$ cat src/rtl/branch_ctrl_if.sv
// Decode-to-branch-controller handshake bundle: one branch per valid/ready beat.
interface branch_ctrl_if;
  logic        br_valid;
  logic        br_ready;
  logic [2:0]  br_op;
  logic [31:0] br_rs1;
  logic [31:0] br_rs2;
  logic [31:0] br_pc;
  logic [31:0] br_offset;
  logic        br_pred_taken;

  modport master (
    output br_valid, br_op, br_rs1, br_rs2, br_pc, br_offset, br_pred_taken,
    input  br_ready
  );

  modport slave (
    input  br_valid, br_op, br_rs1, br_rs2, br_pc, br_offset, br_pred_taken,
    output br_ready
  );
endinterface

$ cat src/rtl/branch_ctrl.sv
// Conditional-branch sequencer: drives the compare unit, resolves against the
// prediction, redirects fetch and flushes on mispredict. Optional statistics
// counters are built only when BRANCH_CTRL_STATS_EN is defined.
module branch_ctrl #(
  parameter int unsigned FLUSH_CYCLES = 2
) (
  input  logic          CLK,
  input  logic          RST,
  branch_ctrl_if.slave  br,
  output logic [31:0]   cmp_rs1,
  output logic [31:0]   cmp_rs2,
  output logic [2:0]    cmp_op,
  input  logic          cmp_br_en,
  output logic          res_valid,
  output logic          res_taken,
  output logic          res_illegal,
  output logic          redirect_valid,
  output logic [31:0]   redirect_pc,
  output logic          flush,
  input  logic          stat_clr,
  output logic [31:0]   stat_branches,
  output logic [31:0]   stat_mispredicts
);

  typedef enum logic [1:0] {IDLE, EVAL, RESOLVE, FLUSH} state_t;

  localparam logic [3:0] FLUSH_LAST = 4'(FLUSH_CYCLES - 1);

  state_t      state;
  logic [3:0]  flush_cnt;
  logic [31:0] pc_q;
  logic [31:0] offset_q;
  logic        pred_q;
  logic        mispred_q;

  // The operand registers double as the compare-unit drive, so in EVAL
  // cmp_op is the captured op and can be decoded for legality directly.
  logic        illegal_now;
  logic        taken_now;
  logic        mispred_now;
  logic [31:0] target_now;

  assign illegal_now = (cmp_op > 3'b101);
  assign taken_now   = cmp_br_en & ~illegal_now;
  assign mispred_now = (taken_now != pred_q);
  assign target_now  = (taken_now ? (pc_q + offset_q) : (pc_q + 32'd4)) & ~32'd1;

  always_ff @(posedge CLK) begin
    if (RST) begin
      state          <= IDLE;
      flush_cnt      <= 4'd0;
      pc_q           <= 32'd0;
      offset_q       <= 32'd0;
      pred_q         <= 1'b0;
      mispred_q      <= 1'b0;
      cmp_rs1        <= 32'd0;
      cmp_rs2        <= 32'd0;
      cmp_op         <= 3'd0;
      br.br_ready    <= 1'b1;
      res_valid      <= 1'b0;
      res_taken      <= 1'b0;
      res_illegal    <= 1'b0;
      redirect_valid <= 1'b0;
      redirect_pc    <= 32'd0;
      flush          <= 1'b0;
    end else begin
      case (state)
        IDLE: begin
          if (br.br_valid) begin
            cmp_rs1     <= br.br_rs1;
            cmp_rs2     <= br.br_rs2;
            cmp_op      <= br.br_op;
            pc_q        <= br.br_pc;
            offset_q    <= br.br_offset;
            pred_q      <= br.br_pred_taken;
            br.br_ready <= 1'b0;
            state       <= EVAL;
          end
        end

        EVAL: begin
          mispred_q   <= mispred_now;
          res_valid   <= 1'b1;
          res_taken   <= taken_now;
          res_illegal <= illegal_now;
          cmp_rs1     <= 32'd0;
          cmp_rs2     <= 32'd0;
          cmp_op      <= 3'd0;
          if (mispred_now) begin
            redirect_valid <= 1'b1;
            redirect_pc    <= target_now;
            flush          <= 1'b1;
          end
          state <= RESOLVE;
        end

        RESOLVE: begin
          res_valid      <= 1'b0;
          res_taken      <= 1'b0;
          res_illegal    <= 1'b0;
          redirect_valid <= 1'b0;
          if (mispred_q && (FLUSH_CYCLES > 1)) begin
            flush_cnt <= 4'd1;
            state     <= FLUSH;
          end else begin
            flush       <= 1'b0;
            br.br_ready <= 1'b1;
            state       <= IDLE;
          end
        end

        FLUSH: begin
          // RESOLVE already supplied the first flush cycle.
          if (flush_cnt == FLUSH_LAST) begin
            flush_cnt   <= 4'd0;
            flush       <= 1'b0;
            br.br_ready <= 1'b1;
            state       <= IDLE;
          end else begin
            flush_cnt <= flush_cnt + 4'd1;
          end
        end

        default: begin
          state       <= IDLE;
          br.br_ready <= 1'b1;
          flush       <= 1'b0;
        end
      endcase
    end
  end

`ifdef BRANCH_CTRL_STATS_EN
  always_ff @(posedge CLK) begin
    if (RST || stat_clr) begin
      stat_branches    <= 32'd0;
      stat_mispredicts <= 32'd0;
    end else begin
      if (res_valid && (stat_branches != 32'hFFFF_FFFF))
        stat_branches <= stat_branches + 32'd1;
      if (redirect_valid && (stat_mispredicts != 32'hFFFF_FFFF))
        stat_mispredicts <= stat_mispredicts + 32'd1;
    end
  end
`else
  logic unused_stat_clr;
  assign unused_stat_clr  = stat_clr;
  assign stat_branches    = 32'd0;
  assign stat_mispredicts = 32'd0;
`endif

endmodule

$ cat src/flat_wrapper.sv
// flat-port wrapper written by rule: the top's interface ports become plain ports
module branch_ctrl_flat 
#(
  parameter int unsigned FLUSH_CYCLES = 2
)
  (CLK, RST, cmp_rs1, cmp_rs2, cmp_op, cmp_br_en, res_valid, res_taken, res_illegal, redirect_valid, redirect_pc, flush, stat_clr, stat_branches, stat_mispredicts, br_br_valid, br_br_op, br_br_rs1, br_br_rs2, br_br_pc, br_br_offset, br_br_pred_taken, br_br_ready);
  branch_ctrl_if br_i ();
  input  logic CLK;
  input  logic RST;
  output logic [31:0] cmp_rs1;
  output logic [31:0] cmp_rs2;
  output logic [2:0] cmp_op;
  input  logic cmp_br_en;
  output logic res_valid;
  output logic res_taken;
  output logic res_illegal;
  output logic redirect_valid;
  output logic [31:0] redirect_pc;
  output logic flush;
  input  logic stat_clr;
  output logic [31:0] stat_branches;
  output logic [31:0] stat_mispredicts;
  input wire logic [$bits(br_i.br_valid)-1:0] br_br_valid;
  input wire logic [$bits(br_i.br_op)-1:0] br_br_op;
  input wire logic [$bits(br_i.br_rs1)-1:0] br_br_rs1;
  input wire logic [$bits(br_i.br_rs2)-1:0] br_br_rs2;
  input wire logic [$bits(br_i.br_pc)-1:0] br_br_pc;
  input wire logic [$bits(br_i.br_offset)-1:0] br_br_offset;
  input wire logic [$bits(br_i.br_pred_taken)-1:0] br_br_pred_taken;
  output wire logic [$bits(br_i.br_ready)-1:0] br_br_ready;
  assign br_i.br_valid = br_br_valid;
  assign br_i.br_op = br_br_op;
  assign br_i.br_rs1 = br_br_rs1;
  assign br_i.br_rs2 = br_br_rs2;
  assign br_i.br_pc = br_br_pc;
  assign br_i.br_offset = br_br_offset;
  assign br_i.br_pred_taken = br_br_pred_taken;
  assign br_br_ready = br_i.br_ready;
  branch_ctrl #(.FLUSH_CYCLES(FLUSH_CYCLES)) u_core (.CLK(CLK), .RST(RST), .br(br_i), .cmp_rs1(cmp_rs1), .cmp_rs2(cmp_rs2), .cmp_op(cmp_op), .cmp_br_en(cmp_br_en), .res_valid(res_valid), .res_taken(res_taken), .res_illegal(res_illegal), .redirect_valid(redirect_valid), .redirect_pc(redirect_pc), .flush(flush), .stat_clr(stat_clr), .stat_branches(stat_branches), .stat_mispredicts(stat_mispredicts));
endmodule
$ cat config.mk
export PLATFORM = sky130hd
export DESIGN_NAME = branch_ctrl_flat
export DESIGN_NICKNAME = d
export VERILOG_FILES = /design/src/rtl/branch_ctrl_if.sv /design/src/rtl/branch_ctrl.sv /design/src/flat_wrapper.sv
export SDC_FILE = /design/constraint.sdc
export NUM_CORES = 1
export LEC_CHECK = 0
export ABC_AREA = 1
export ABC_CLOCK_PERIOD_IN_PS = 2200
export BUFFER_PORTS_ARGS = -buffer_cell sky130_fd_sc_hd__buf_4
export CORE_UTILIZATION = 53
export CTS_CLUSTER_SIZE = 25
export DETAILED_ROUTE_END_ITERATION = 7
export MAX_ROUTING_LAYER = met4
export PLACE_DENSITY_LB_ADDON = 0.2
export SYNTH_ARGS = -nofsm -noshare
export SYNTH_HDL_FRONTEND = slang
export SYNTH_SLANG_ARGS = --single-unit
$ cat constraint.sdc
create_clock -name CLK -period 2.2 [get_ports CLK]
set_clock_uncertainty 0.05 [all_clocks]
set_input_delay 0.44 -clock CLK [delete_from_list [all_inputs] [get_ports CLK]]
set_output_delay 0.44 -clock CLK [all_outputs]
set_load 0.01 [all_outputs]
# After elaboration in Yosys (flattened, before gate mapping)
# Cells that the tools add are included.
dict set report word_totals {
  reg_bits 176
  in_bits 137
  output_inout_bits 169
  word_cells 72
}
dict set report op_classes {
  addsub 3
  order_cmp 1
  n_eq_ne 10
  mux 26
  n_bitwise 2
  reduce_logical 14
}
# cell count
set op_table {}
lappend op_table {{$pmux W32 S2} 2}
lappend op_table {{$mux W32} 3}
lappend op_table {{$add A32 B3 Y32 const B} 1}
lappend op_table {{$add A32 B32 Y32} 1}
lappend op_table {{$reduce_and A2 Y1} 6}
lappend op_table {{$mux W4} 2}
lappend op_table {{$pmux W1 S2} 4}
lappend op_table {{$pmux W2 S4} 1}
lappend op_table {{$pmux W4 S2} 1}
lappend op_table {{$reduce_and A4 Y1} 2}
lappend op_table {{$mux W1} 6}
lappend op_table {{$mux W2} 3}
lappend op_table {{$ne A2 B1 Y1 const B} 3}
lappend op_table {{$pmux W1 S3} 2}
lappend op_table {{$pmux W3 S2} 1}
lappend op_table {{$reduce_bool A2 Y1} 3}
lappend op_table {{$reduce_bool A3 Y1} 2}
lappend op_table {{$add A4 B1 Y4 const B} 1}
lappend op_table {{$eq A2 B2 Y1 const B} 2}
lappend op_table {{$eq A4 B1 Y1 const B} 1}
lappend op_table {{$ne A2 B2 Y1 const B} 2}
lappend op_table {{$gt A3 B3 Y1 const B} 1}
lappend op_table {{$mux W3} 1}
lappend op_table {{$eq A2 B1 Y1 const B} 1}
lappend op_table {{other kinds (4)} 4}

# Depth between registers and ports, before layout
# Gate-level depths: netlist (run 1).
dict set report logic_depth {
  ltp_word 6
  depth_mapped 15
  depth_no_buf 15
}

# Worst setup path before layout (run 1)
# OpenSTA, ideal clock, no wires.
dict set report synth_timing {
  kind {register -> register}
  start {register u_core.offset_q[0]}
  end {register u_core.redirect_pc[30]}
  setup_time_ns 0.070
  arrival_ns 1.587
  t_required_ns 2.080
  slack_ns 0.493
  path_stages_with_launch 15
  path_buffers 0
  synth_period_minus_slack_ns 1.707
  cell_sequence {dfxtp_1 -> nand2_1 -> inv_1 -> fa_1 -> nand3_1 -> nand2_2 -> nand3_1 -> nand2_1 -> nand2_1 -> nand2_2 -> nand2_1 -> nand2_1 -> nand2_1 -> nand3_1 -> a21oi_1}
}
dict set report synth_between {
  elab_chain_cells 2
}
# item line_no
set synth_rtl {}
lappend synth_rtl {{from (decl)} branch_ctrl.sv:32} ;# logic [31:0] offset_q;
lappend synth_rtl {{from (signal assigned)} branch_ctrl.sv:74} ;# offset_q <= br.br_offset;
lappend synth_rtl {{$add A32 B32 Y32} branch_ctrl.sv:46} ;# assign target_now = (taken_now ? (pc_q + offset_q) : (pc_q + 32'd4)) & ~32'd1;
lappend synth_rtl {{$mux W32} branch_ctrl.sv:46}
lappend synth_rtl {{to (signal assigned)} branch_ctrl.sv:91} ;# redirect_pc <= target_now;
lappend synth_rtl {{to (decl)} branch_ctrl.sv:18} ;# output logic [31:0] redirect_pc,
# Every way passes these cells.
# A chain may end at the register's enable or synchronous reset.

# Worst setup path in the final report (run 1)
dict set report layout_timing {
  start {register u_core.offset_q[17]}
  end {register u_core.redirect_pc[26]}
}
# The elaborated chain is that of the path after synthesis.

==> results.cfg, run 1 <==
[status]
status = finished, final reports clean

[final_layout]
layout-drive-gt1-share = 0.227
finish.net_count = 1865
fin_util = 0.680
num-fill-cells = 1721
syn2layout_area_growth_pct = 24.0
antenna_cells_inserted = 0

[global_routing]
first_global_vias = 9799
grt_start_max_net_pins = 135
overflow = 0
grt_antenna_before_repair = 0
total_routing_resource_utilization_after_global_routing = 0.339
grt_pass1_wl_mm = 51.3

[yosys]
synth_cell_type_count = 41
yosys.cell_count.top_type = sky130_fd_sc_hd__nand2_1
synth_enable_flop_cells = 0
synth_seq_area_share = 0.340
synth.avg_cell_area_um2 = 6.99
post_synth_inst_count = 1481
postSynth.asyncResetShare = 0
dominantRegCellSynth = sky130_fd_sc_hd__dfxtp_1
synth-seq-cells = 176
netlist_top_cells_area = sky130_fd_sc_hd__dfxtp_1, sky130_fd_sc_hd__nand2_1, sky130_fd_sc_hd__a21oi_1
synth_top_area_frac = 0.340
netlist.top_cell.by_area = sky130_fd_sc_hd__dfxtp_1
netlist_area_pre_place_um2 = 10300
synth_common_cells = sky130_fd_sc_hd__nand2_1, sky130_fd_sc_hd__dfxtp_1, sky130_fd_sc_hd__a21oi_1
yosys_warnings = 0

[run]
timing.max_cap.violations = 0

[setup_path]
critical_path_class = flip-flop to flip-flop
worst-path-buf-inv = 1
crit_path_top_delay_cell = sky130_fd_sc_hd__ha_1
critPathTopFamily = simple AND/OR/NAND/NOR gates
cp.required_ns = 2.47
worstPathMaxFanout = 5
arrival_ns = 2.36
cell_by_cell_listing_of_the_critical_path = ha_1 > nand2_1 > nor2_2 > inv_1 > nor3_1 > nand2_1 > nand3_1 > nand2_1 > nand3_1 > a21oi_1
path_common_cell = sky130_fd_sc_hd__nand2_1
worst_setup_ep_type = flip-flop
timing.reg2reg.worst_path_depth = 10
crit_cells = 10
worst_setup_path_start_kind = flip-flop
crit_path_max_incr_delay_ns = 0.44

[timing]
timing.max_slew.rel_slack = 0.637
finalHoldViolations = 0
timing.final.max_slew_violations = 0
period_minus_slack_ns = 2.08
setup_total_neg_slack_ns = 0
timing_worst_slew_pin_value_ns = 0.545
final.period_utilization = 0.946
max_freq_ghz = 0.480
hold_slack_ns = 0.199
rsz0062_at_grt = false
finalSetupViolations = 0

[drt]
detail_route.iter0.violations = 766
drtPass1Iterations = 7
postRouteAntennaNets = 0
viasPerCell = 5.39
totalWireLength_mm = 33.1
drc = 0
route.vias.total = 10581
detail_route.wl_per_cell_um = 16.8

[place]
port_buffers = 239
hpwl_detailed_mm = 25.1
gpl.final_weighted_congestion = 0.984

[cts]
clk_path_buf_depth = 2
htreeDepth = 4
worstSkewPairLatency_ns = 0.44
cts_tree = yes
cts_buffers = 17
worst_setup_hold_path_clk_slew_ns = 0.07
tritoncts_num_sinks = 176
ctsRootBufferMaster = sky130_fd_sc_hd__clkbuf_16

[pwr]
power.net_switching_mw = 4.14
sw_share = 0.388
power.static_leakage_nw = 5.95
combPwrFrac = 0.344
power.share.sequential = 0.375
clock_power_share = 0.281
max_vdd_drop_uv = 589
power-per-cell-area_nw_per_um2 = 830
power_report.internal_total_mw = 6.52

[die]
rows = 50
die_x_um = 142
floorplan.die_area_um2 = 20100
top_level_ports = 306
initial_utilization = 0.548
die_height_um = 142
core_area_um2 = 18900

[worst_hold_path]
hold_class = input port to flip-flop
hold_path_stages = 3
[cells in the final DEF, fill, tap and decap left out, types with 7 or more instances in the layout]
cell type / count
sky130_fd_sc_hd__buf_4: 265
sky130_fd_sc_hd__nand2_1: 228
sky130_fd_sc_hd__dfxtp_1: 174
sky130_fd_sc_hd__a21oi_1: 167
sky130_fd_sc_hd__nor2_1: 142
sky130_fd_sc_hd__inv_1: 124
sky130_fd_sc_hd__nand3_1: 120
sky130_fd_sc_hd__o21ai_0: 118
sky130_fd_sc_hd__o211ai_1: 69
sky130_fd_sc_hd__conb_1: 65
sky130_fd_sc_hd__ha_1: 35
sky130_fd_sc_hd__xor2_1: 24
sky130_fd_sc_hd__nand2_2: 23
sky130_fd_sc_hd__clkbuf_16: 17
sky130_fd_sc_hd__a21oi_2: 12
sky130_fd_sc_hd__nor3_1: 11
sky130_fd_sc_hd__nor2_2: 9
sky130_fd_sc_hd__nor3_2: 9
sky130_fd_sc_hd__a31oi_1: 9
sky130_fd_sc_hd__inv_2: 8
sky130_fd_sc_hd__o21ai_1: 7
sky130_fd_sc_hd__nand4_1: 7
sky130_fd_sc_hd__nand3b_1: 7
sky130_fd_sc_hd__buf_12: 7
[area by class of cell]
type | count | area (um2) | area share
clock inverters | 15 | 151 | 0.0118
inverters | 134 | 507 | 0.0395
multi-input cells | 1089 | 5770 | 0.450
well taps | 260 | 325 | 0.0253
flip-flops and latches | 176 | 3530 | 0.275
clock buffers | 17 | 425 | 0.0331
repair buffers | 272 | 2130 | 0.166
[worst min-delay path: stages]
cell and delay, ns:
sky130_fd_sc_hd__buf_4 0.07, sky130_fd_sc_hd__o21ai_0 0.07, sky130_fd_sc_hd__nor2_1 0.07
[metal layers]
metal	GRT usage	vias up	wire length, um
met5	-	-	0
met4	0.0832	0	541
met3	0.0685	39	2460
met2	0.558	391	15900
met1	0.425	4897	14200
li1	-	5254	-
[stage by stage]
stage | setup WS [ns] | total power [mW] | area, um2 | instances
global route | 0.000232 | 11.2 | 12800 | 1963
detailed placement | 0.0836 | 7.65 | 12200 | 1931
CTS | 0.0931 | 10.6 | 12800 | 1963
global placement | 0.105 | 7.61 | 12200 | 1931
floorplan | 0.493 | 6.33 | 10600 | 1545
finish | 0.119 | 10.7 | 12800 | 1963
[flip-flops by register name (all words and copies together) (netlist names)]
name and flops:
u_core.br.br_ready 1, u_core.redirect_valid 1, u_core.cmp_op 3, u_core.cmp_rs2 32, u_core.pc_q 32, u_core.state 2
u_core.res_valid 1, u_core.redirect_pc 31, u_core.mispred_q 1, u_core.flush 1, u_core.res_illegal 1, u_core.cmp_rs1 32
u_core.pred_q 1, u_core.res_taken 1, u_core.flush_cnt 4, u_core.offset_q 32
[power groups by stage]
stage | Sequential, mW | Clock, mW | Combinational, mW
after floorplan | 4.09 | 0 | 2.24
after global placement | 4.04 | 0 | 3.57
after detailed placement | 4.05 | 0 | 3.60
after CTS | 3.99 | 3.02 | 3.62
after global routing | 4.04 | 3.16 | 4.04
final | 4.00 | 3.00 | 3.66
[path summary, 6_finish.rpt]
| path | startpoint | end | slack [ns] |
|---|---|---|---|
| max | u_core.offset_q[17] | u_core.redirect_pc[26] | 0.12 |
| min | br_br_offset[3] | u_core.offset_q[3] | 0.20 |
| max reg2reg | u_core.offset_q[17] | u_core.redirect_pc[26] | 0.12 |
| min reg2reg | u_core.res_illegal | u_core.res_illegal | 0.42 |
[repair_timing]
| item | in CTS | in global routing |
|---|---|---|
| endpoints found under the setup margin | 0 | 5 |
| resized for setup | 0 | 12 |
| buffers inserted | 0 | 0 |
| hold buffers | 0 | 0 |
[cell families (layout without fill, tap and decap cells)]
group,after synthesis,count (layout),synth area share
compound gates,389,389,0.211
xor+xnor,26,26,0.0227
fa+ha+maj,38,38,0.0467
buf+inv,280,438,0.128
flops,176,176,0.340
other cells,1,65,0.000362
simple gates,571,571,0.251
Note: power is estimated with default switching activity, not from simulation.
==> inputs of run 2 (changes only) <==
--- a/config.mk
+++ b/config.mk
@@ -8,7 +8,9 @@
 export ABC_AREA = 1
 export ABC_CLOCK_PERIOD_IN_PS = 2200
 export BUFFER_PORTS_ARGS = -buffer_cell sky130_fd_sc_hd__buf_4
-export CORE_UTILIZATION = 53
+export CELL_PAD_IN_SITES_DETAIL_PLACEMENT = 0
+export CELL_PAD_IN_SITES_GLOBAL_PLACEMENT = 1
+export CORE_UTILIZATION = 30
 export CTS_CLUSTER_SIZE = 25
 export DETAILED_ROUTE_END_ITERATION = 7
 export MAX_ROUTING_LAYER = met4
==> results.cfg, run 2 (synthesized netlist as in run 1, its figures left out) <==
[setup_path]
critical_path_class = flip-flop to flip-flop
worst_setup_path_start_kind = flip-flop
worstPathMaxFanout = 4
timing.reg2reg.worst_path_depth = 11
cp.required_ns = 2.45
worst_r2r_endpoint = u_core.redirect_pc[29]
worst_setup_ep_type = flip-flop
critical_path.endpoint = u_core.redirect_pc[29]
reg2reg_from = u_core.offset_q[20]
reg2reg_slack_ns = 0.11
startpoint = u_core.offset_q[20]
arrival_ns = 2.33

[drt]
postRouteAntennaNets = 0
viasPerCell = 4.84
route.vias.total = 10518
detail_route.wl_per_cell_um = 17.3
detail_route.iter0.violations = 605
totalWireLength_mm = 37.6
drc = 0
drtPass1Iterations = 5

[final_layout]
layout.cells.most_common_list = sky130_fd_sc_hd__buf_4, sky130_fd_sc_hd__nand2_1, sky130_fd_sc_hd__dfxtp_1
syn2layout_area_growth_pct = 28.0
layout_commonest_cell = sky130_fd_sc_hd__buf_4
finish.net_count = 1886
layout-drive-gt1-share = 0.246
antenna_cells_inserted = 0
multi_input_comb_area_um2 = 5820
fin_util = 0.393
num-fill-cells = 3669
stdcell_count = 2171
layout.area.seq_um2 = 3530

[timing]
timing.max_slew.rel_slack = 0.392
finalHoldViolations = 0
hold_slack_ns = 0.184
period_minus_slack_ns = 2.09
final.period_utilization = 0.949
timing.final.max_slew_violations = 0
setup_ws_ns = 0.112
max_freq_ghz = 0.479
timing_worst_slew_pin_value_ns = 0.912
finalSetupViolations = 0
setup_total_neg_slack_ns = 0

[die]
rows = 67
die_x_um = 188
die_height_um = 188
initial_utilization = 0.307
core_area_um2 = 33700
top_level_ports = 306
floorplan.die_area_um2 = 35200

[worst_hold_path]
hold_class = input port to flip-flop

[place]
pre_cts_slack_ns = 0.105
port_buffers = 239
post_place_cells = 2139
gpl.final_weighted_congestion = 0.936
hpwl_detailed_mm = 28.5

[cts]
tritoncts_num_sinks = 176
hold_buffer_count_at_cts = 0
worst_setup_hold_path_clk_slew_ns = 0.08
htreeDepth = 4
worstSkewPairLatency_ns = 0.46
clk_path_buf_depth = 2
ctsRootBufferMaster = sky130_fd_sc_hd__clkbuf_16
cts_buffers = 17
cts_tree = yes

[global_routing]
grt_pass1_wl_mm = 58.1
grt_antenna_before_repair = 0
first_global_vias = 10231
total_routing_resource_utilization_after_global_routing = 0.219
overflow = 0
grt_start_max_net_pins = 135

[pwr]
power-per-cell-area_nw_per_um2 = 816
max_vdd_drop_uv = 571
power.static_leakage_nw = 6.02

[status]
status = finished, final reports clean

[run]
timing.max_cap.violations = 0
## run 2: critical path, cell delays in order (launching register included)
cell and delay (ns):
sky130_fd_sc_hd__dfxtp_1 0.35, sky130_fd_sc_hd__ha_1 0.34, sky130_fd_sc_hd__nand2_1 0.20, sky130_fd_sc_hd__inv_1 0.08, sky130_fd_sc_hd__a21oi_2 0.15, sky130_fd_sc_hd__nand2_1 0.11
sky130_fd_sc_hd__a21oi_2 0.17, sky130_fd_sc_hd__nand2_1 0.07, sky130_fd_sc_hd__nand2_1 0.05, sky130_fd_sc_hd__nand3_1 0.16, sky130_fd_sc_hd__nand2_2 0.14, sky130_fd_sc_hd__a21oi_2 0.05
## run 2: final cells by class
cell class	count	area share
clock buffer	19	0.0342
inverter	134	0.0382
tap	448	0.0423
timing repair buffer	293	0.172
clock inverter	12	0.00765
multi-input combinational	1089	0.439
sequential	176	0.267
## run 2: routing by layer
metal	part of all wire	up-vias	routed length, um	global-route usage
met4	0.015	0	556	0.0553
met3	0.080	24	2990	0.0634
met2	0.46	324	17400	0.346
met5	0	-	0	-
met1	0.44	4858	16700	0.274
li1	-	5312	-	-
## run 2: through the flow
stage                     total power, mW  instance area, um2
after global placement               7.84               12600
after floorplan                      6.33               10600
final                                10.8               13300
after detailed placement             7.84               12600
after CTS                            10.9               13200
after global routing                 11.5               13300
## run 2: repair_timing
item | 4_1_cts | 5_1_grt
setup buffers | 0 | 1
gates resized for setup | 0 | 29
setup endpoints to repair | 0 | 8
## run 2: worst min path at each step
| stage | from | end | slack (ns) | depth (start not counted) |
|---|---|---|---|---|
| after floorplan | u_core.pc_q[0] | u_core.pc_q[0] | 0.40 | 2 |
| after global placement | u_core.flush | u_core.flush | 0.40 | 2 |
| after detailed placement | u_core.flush | u_core.flush | 0.40 | 2 |
| after CTS | br_br_offset[29] | u_core.offset_q[29] | 0.17 | 3 |
| after global routing | br_br_offset[23] | u_core.offset_q[23] | 0.18 | 3 |
| final | br_br_offset[29] | u_core.offset_q[29] | 0.18 | 3 |
## run 2: report_power, final
group | total (mW) | switching, mW | internal (mW)
Combinational | 3.82 | 2.38 | 1.44
Sequential | 3.99 | 0.345 | 3.65
Clock | 3.00 | 1.48 | 1.53
Total | 10.8 | 4.20 | 6.62
